### src/rtl/ir_nec_transmitter.sv
`timescale 1ns/1ps
// Purpose: NEC IR transmitter; sends {~cmd,cmd,~addr,addr} LSB first on a modulated carrier, then optional repeat codes.
// Latency: leader mark starts the cycle after tx_valid && tx_ready; frames/repeats start every T_FRAME cycles.
// Backpressure: tx_ready is high only in IDLE; requests arriving while busy are dropped, never queued.
module ir_nec_transmitter #(
   parameter int CARRIER_DIV  = 1316,
   parameter int CARRIER_HIGH = 438,
   parameter int T_UNIT       = 28125,
   parameter int T_FRAME      = 5400000
) (
   input  logic       clk_50,
   input  logic       rst_n,
   input  logic       tx_valid,
   output logic       tx_ready,
   input  logic [7:0] tx_addr,
   input  logic [7:0] tx_cmd,
   input  logic       repeat_hold,
   output logic       irda_txd,
   output logic       busy,
   output logic       frame_done
);

   // Counters cover the longest mark and the frame period, never narrower than 23 bits.
   localparam int DUR_MAX   = (16 * T_UNIT > T_FRAME) ? 16 * T_UNIT : T_FRAME;
   localparam int CNT_W_RAW = $clog2(DUR_MAX + 1);
   localparam int CNT_W     = (CNT_W_RAW < 23) ? 23 : CNT_W_RAW;
   localparam int CAR_W     = (CARRIER_DIV > 1) ? $clog2(CARRIER_DIV) : 1;

   // Terminal counts: a state lasting N cycles ends when its counter equals N-1.
   localparam logic [CNT_W-1:0] LEAD_MARK_LAST  = CNT_W'(16 * T_UNIT - 1);
   localparam logic [CNT_W-1:0] LEAD_SPACE_LAST = CNT_W'(8 * T_UNIT - 1);
   localparam logic [CNT_W-1:0] UNIT_LAST       = CNT_W'(T_UNIT - 1);
   localparam logic [CNT_W-1:0] ONE_SPACE_LAST  = CNT_W'(3 * T_UNIT - 1);
   localparam logic [CNT_W-1:0] REP_SPACE_LAST  = CNT_W'(4 * T_UNIT - 1);
   localparam logic [CNT_W-1:0] FRAME_LAST      = CNT_W'(T_FRAME - 1);
   localparam logic [CAR_W-1:0] CAR_LAST        = CAR_W'(CARRIER_DIV - 1);
   localparam logic [CAR_W-1:0] CAR_HIGH        = CAR_W'(CARRIER_HIGH);

   typedef enum logic [3:0] {
      IDLE,
      LEAD_MARK,
      LEAD_SPACE,
      BIT_MARK,
      BIT_SPACE,
      STOP_MARK,
      GAP,
      REP_MARK,
      REP_SPACE,
      REP_STOP
   } state_t;

   state_t           state_q, state_d;
   logic [CNT_W-1:0] dur_q, dur_d;
   logic [CNT_W-1:0] frame_q, frame_d;
   logic [CAR_W-1:0] car_q, car_d;
   logic [5:0]       bit_q, bit_d;
   logic [31:0]      word_q, word_d;
   logic             done_q, done_d;
   logic [CNT_W-1:0] dur_lim;
   logic             dur_end;
   logic             is_mark;

   // Last count of the current state; a data bit's space length depends on the bit being sent.
   always_comb begin
      dur_lim = '0;
      case (state_q)
         LEAD_MARK:  dur_lim = LEAD_MARK_LAST;
         LEAD_SPACE: dur_lim = LEAD_SPACE_LAST;
         BIT_MARK:   dur_lim = UNIT_LAST;
         BIT_SPACE:  dur_lim = word_q[0] ? ONE_SPACE_LAST : UNIT_LAST;
         STOP_MARK:  dur_lim = UNIT_LAST;
         REP_MARK:   dur_lim = LEAD_MARK_LAST;
         REP_SPACE:  dur_lim = REP_SPACE_LAST;
         REP_STOP:   dur_lim = UNIT_LAST;
         default:    dur_lim = '0;
      endcase
   end

   assign dur_end = (dur_q == dur_lim);

   // Mark states are the ones that drive the carrier onto the LED.
   always_comb begin
      is_mark = 1'b0;
      case (state_q)
         LEAD_MARK, BIT_MARK, STOP_MARK, REP_MARK, REP_STOP: is_mark = 1'b1;
         default: is_mark = 1'b0;
      endcase
   end

   // Next-state logic: sequence the frame, shift out the word, time the frame period.
   always_comb begin
      state_d = state_q;
      dur_d   = dur_q + 1'b1;
      frame_d = frame_q + 1'b1;
      car_d   = (car_q == CAR_LAST) ? '0 : car_q + 1'b1;
      bit_d   = bit_q;
      word_d  = word_q;
      done_d  = 1'b0;

      case (state_q)
         IDLE: begin
            dur_d   = '0;
            frame_d = '0;
            car_d   = '0;
            if (tx_valid) begin
               word_d  = {~tx_cmd, tx_cmd, ~tx_addr, tx_addr};
               bit_d   = '0;
               state_d = LEAD_MARK;
            end
         end
         LEAD_MARK:  if (dur_end) state_d = LEAD_SPACE;
         LEAD_SPACE: if (dur_end) state_d = BIT_MARK;
         BIT_MARK:   if (dur_end) state_d = BIT_SPACE;
         BIT_SPACE: begin
            if (dur_end) begin
               word_d = {1'b0, word_q[31:1]};
               if (bit_q == 6'd31) begin
                  state_d = STOP_MARK;
               end else begin
                  bit_d   = bit_q + 1'b1;
                  state_d = BIT_MARK;
               end
            end
         end
         STOP_MARK: begin
            if (dur_end) begin
               done_d  = 1'b1;
               state_d = GAP;
            end
         end
         GAP: begin
            if (frame_q == FRAME_LAST) begin
               frame_d = '0;
               state_d = repeat_hold ? REP_MARK : IDLE;
            end
         end
         REP_MARK:  if (dur_end) state_d = REP_SPACE;
         REP_SPACE: if (dur_end) state_d = REP_STOP;
         REP_STOP: begin
            if (dur_end) begin
               done_d  = 1'b1;
               state_d = GAP;
            end
         end
         default: state_d = IDLE;
      endcase

      // Every state starts timing from zero, and every mark starts on a high carrier phase.
      if (state_d != state_q) begin
         dur_d = '0;
         car_d = '0;
      end
   end

   // State and datapath registers; reset aborts any frame in progress.
   always_ff @(posedge clk_50 or negedge rst_n) begin
      if (!rst_n) begin
         state_q <= IDLE;
         dur_q   <= '0;
         frame_q <= '0;
         car_q   <= '0;
         bit_q   <= '0;
         word_q  <= '0;
         done_q  <= 1'b0;
      end else begin
         state_q <= state_d;
         dur_q   <= dur_d;
         frame_q <= frame_d;
         car_q   <= car_d;
         bit_q   <= bit_d;
         word_q  <= word_d;
         done_q  <= done_d;
      end
   end

   assign tx_ready   = (state_q == IDLE);
   assign busy       = (state_q != IDLE);
   assign frame_done = done_q;
   assign irda_txd   = is_mark && (car_q < CAR_HIGH);

endmodule

### config.mk
export PLATFORM = sky130hd
export DESIGN_NAME = ir_nec_transmitter
export DESIGN_NICKNAME = d
export VERILOG_FILES = /design/src/rtl/ir_nec_transmitter.sv
export SDC_FILE = /design/constraint.sdc
export NUM_CORES = 1
export LEC_CHECK = 0
export CAP_MARGIN = 20
export CORE_MARGIN = 3
export CORE_UTILIZATION = 42
export CTS_BUF_LIST = sky130_fd_sc_hd__clkbuf_4 sky130_fd_sc_hd__clkbuf_8
export CTS_CLUSTER_DIAMETER = 60
export DETAILED_ROUTE_END_ITERATION = 7
export PLACE_DENSITY = 0.71
export SYNTH_ARGS = -nofsm -noshare
export SYNTH_HDL_FRONTEND = slang
export SYNTH_SLANG_ARGS = --single-unit
### constraint.sdc
create_clock -name clk_50 -period 4 [get_ports clk_50]
set_input_delay 0.6 -clock clk_50 [delete_from_list [all_inputs] [get_ports clk_50]]
set_output_delay 0.6 -clock clk_50 [all_outputs]
set_load 0.005 [all_outputs]
==> results.md <==
- Slew Limit Headroom: 38.0%
- IO Count: 24
- Initial DRC Count: 417
- WL/cell: 15.1 um
- Vias: 4,134
- Vias/cell: 5.59
- Synth warn: 0
- Mapped Area: 5360 um2
- Tcrit/Tclk final: 88.0%
- Final Hold Viols: 0
- Fin area: 5910 um2
- Synthesized net count: 578
- CTS resizes: 0
- Period minus WS final: 3520 ps
- Largest family of logic cells by synthesized area: simple AND/OR/NAND/NOR gates
- Drt total wl: 11,200 um
- Synth Register Bits: 100
- Top_reg_cell synth: dfrtp_1
- Fmax: 284 MHz
- Status: complete, no violations
- Antenna cells: 0
- Complex-gate fraction of the synthesized area: 14.3%
- Largest net degree at the start of global routing: 69
- Filler Cell Count: 1,159
- Asr flop ratio synth: 100%
- Slew Limit Fails: 0
- Average size of a mapped cell: 9.68 um2
- Cell Area, Placed: 5720 um2
- Pwr Density: 286 nW/um2
- VDD IR max: 265 uV
- Hpwl dp: 7470 um
- PortBufs: 23
- First-pass GRT wire length: 19,900 um
- Setup slack, reg-to-reg: 480 ps
- Layout area overhead: 10.3%
- DRC viols: 0
- Dpl ws: 617 ps
- Top post-synthesis cells by area: dfrtp_1 (47%), o221a_2 (6.5%), nor2_1 (5.6%)
- HP Class: in2async
- Total congestion overflow: 0
- H-Tree Depth: 3
- Number of synthesized flops with an enable pin: 0
- Worst Setup End Kind: flop
- Height of the die: 119 um
- Adder-cell area share of the yosys netlist: 0.934%
- Crit path kind: reg2reg
- Post-Synth XOR/XNOR Area: 9.48%
- Clock-pin slew on the worst setup and hold paths: 90 ps
- Synth Instances: 554
- Synth area leader: dfrtp_1
- Worst Path Required: 4320 ps
- Clock Skews: 11.6 ps
- Die area: 14,200 um2
- Cts bufs inserted: 9
- Seq/Total Area, Yosys: 46.7%
- Hold-fix buffers, CTS: 0
- Die X-Extent: 119 um
- WHS: 324 ps
- CTS Sinks: 100
- Final worst slack: 479 ps
- Synth top area share: 46.7%
- Mux cell area share after synthesis: 0.747%
- Layout cells sized above 1: 11.4%
- Sum Neg Setup Slack: 0 ps
- Post-CTS setup buffer count: 0
- Worst Path Arrival: 3840 ps
- Core area: 12,300 um2
- Root buf cell: clkbuf_8
- First-pass DRT Iterations: 5
- Initial Util: 43.7%
- Pleak: 2.50 nW
- Max Cap Viol: 0
- Std-Cell Rows: 40
- Netlist cell types: 59
- CTS tree: done
- Worst-margin pin slew: 930 ps
- Most common cell after layout, fill and taps aside: dfrtp_1
- Unrepaired setup endpoints after global routing: no
- Initial antenna violation count: 0
- GRT Util Overall: 16.9%
- Worst-path maximum fanout: 32
- Final Core Density: 48.2%
- Crit start category: flop
- Vias in the first global route: 4,133
- Most frequent cells in the layout: dfrtp_1 (100), nor2_1 (80), nand2_1 (47)
- ANT nets after route: 0
- Simple-gate area share of the yosys netlist: 24.2%
- Final setup fails: 0
- Final #Nets: 591
- CTS Buffer Depth: 2
- Later-pin clock latency in the skew report: 380 ps
- Placer congestion estimate: 0.874
==> synthesized netlist by cell type, types with 3 or more instances <==
library cell and count:
a211oi_1 3, a21oi_1 8, and3_1 15, and4_1 3, buf_1 4, buf_2 13, clkbuf_1 9, dfrtp_1 100
ha_1 4, inv_1 15, mux2i_1 4, nand2_1 47, nand2b_1 20, nand3_1 25, nand4_1 9, nor2_1 80
nor2b_1 3, nor3_1 15, nor3b_1 3, nor4_1 7, nor4b_1 3, nor4bb_1 4, o211ai_1 6, o21ai_0 11
o221a_2 31, o31ai_1 3, or2_2 3, or3_1 5, or4_1 4, xnor2_1 24, xor2_1 34
==> layer usage <==
metal  global-route usage, %  share of wire (%)  vias to the layer above
li1                        -                  -                     2013
met1                    23.2                 48                     2033
met2                    26.4                 47                       80
met3                    4.42                3.8                        8
met4                    5.21                1.1                        0
met5                       0                  0                        -
==> worst paths after layout <==
| check | endpoint | cells past startpoint | start |
|---|---|---|---|
| max reg2reg | word_q[6]$_DFFE_PN0P_ | 8 | state_q[1]$_DFF_PN0_ |
| min in group clk_50 | frame_q[0]$_DFF_PN0_ | 1 | frame_q[0]$_DFF_PN0_ |
| min | frame_q[13]$_DFF_PN0_ | 1 | rst_n |
| max | word_q[6]$_DFFE_PN0P_ | 8 | state_q[1]$_DFF_PN0_ |
| max in group asynchronous | word_q[8]$_DFFE_PN0P_ | 2 | rst_n |
| min reg2reg | frame_q[0]$_DFF_PN0_ | 1 | frame_q[0]$_DFF_PN0_ |
==> kinds of logic after synthesis <==
kind of cell	after synthesis
buf+inv	44
simple gates	254
xor+xnor	58
mux	4
flops	100
fa+ha+maj	4
compound gates	90
==> sequential cells by signal, indices dropped and copies added, names as in the netlist <==
name / flops
bit_q: 6
frame_done: 1
word_q: 32
frame_q: 23
dur_q: 23
car_q: 11
state_q: 4
==> critical path, cell delays in order, from the launching register on <==
cell and delay [ps]:
dfrtp_1 730, nor4b_4 470, nor3_1 100, a2111oi_0 480
o211ai_1 280, or4_4 650, o21ai_2 160, buf_4 320
o221a_2 260
==> power breakdown <==
part / internal [mW] / total, mW / switching [mW] / leakage, nW
clock: 0.294 / 0.636 / 0.342 / 0.100
sequential: 1.01 / 1.01 / 0 / 1.33
combinational: 0.0190 / 0.0429 / 0.0239 / 1.07
==> final cells by class <==
| class | count | area [um2] | share of cell area [%] |
|---|---|---|---|
| Tap cell | 168 | 210 | 3.55 |
| Sequential cell | 100 | 2500 | 42.3 |
| Timing Repair Buffer | 30 | 280 | 4.74 |
| Clock buffer | 14 | 180 | 3.05 |
| Multi-Input combinational cell | 410 | 2670 | 45.1 |
| Clock inverter | 2 | 16.3 | 0.275 |
| Inverter | 16 | 60.1 | 1.02 |
==> per-stage QoR <==
stage	std cells	power, mW
detailed placement	724	1.08
floorplan	554	1.03
global placement	724	1.07
global route	740	1.76
finish	740	1.69
CTS	740	1.72
(Power assumes the default switching activity.)
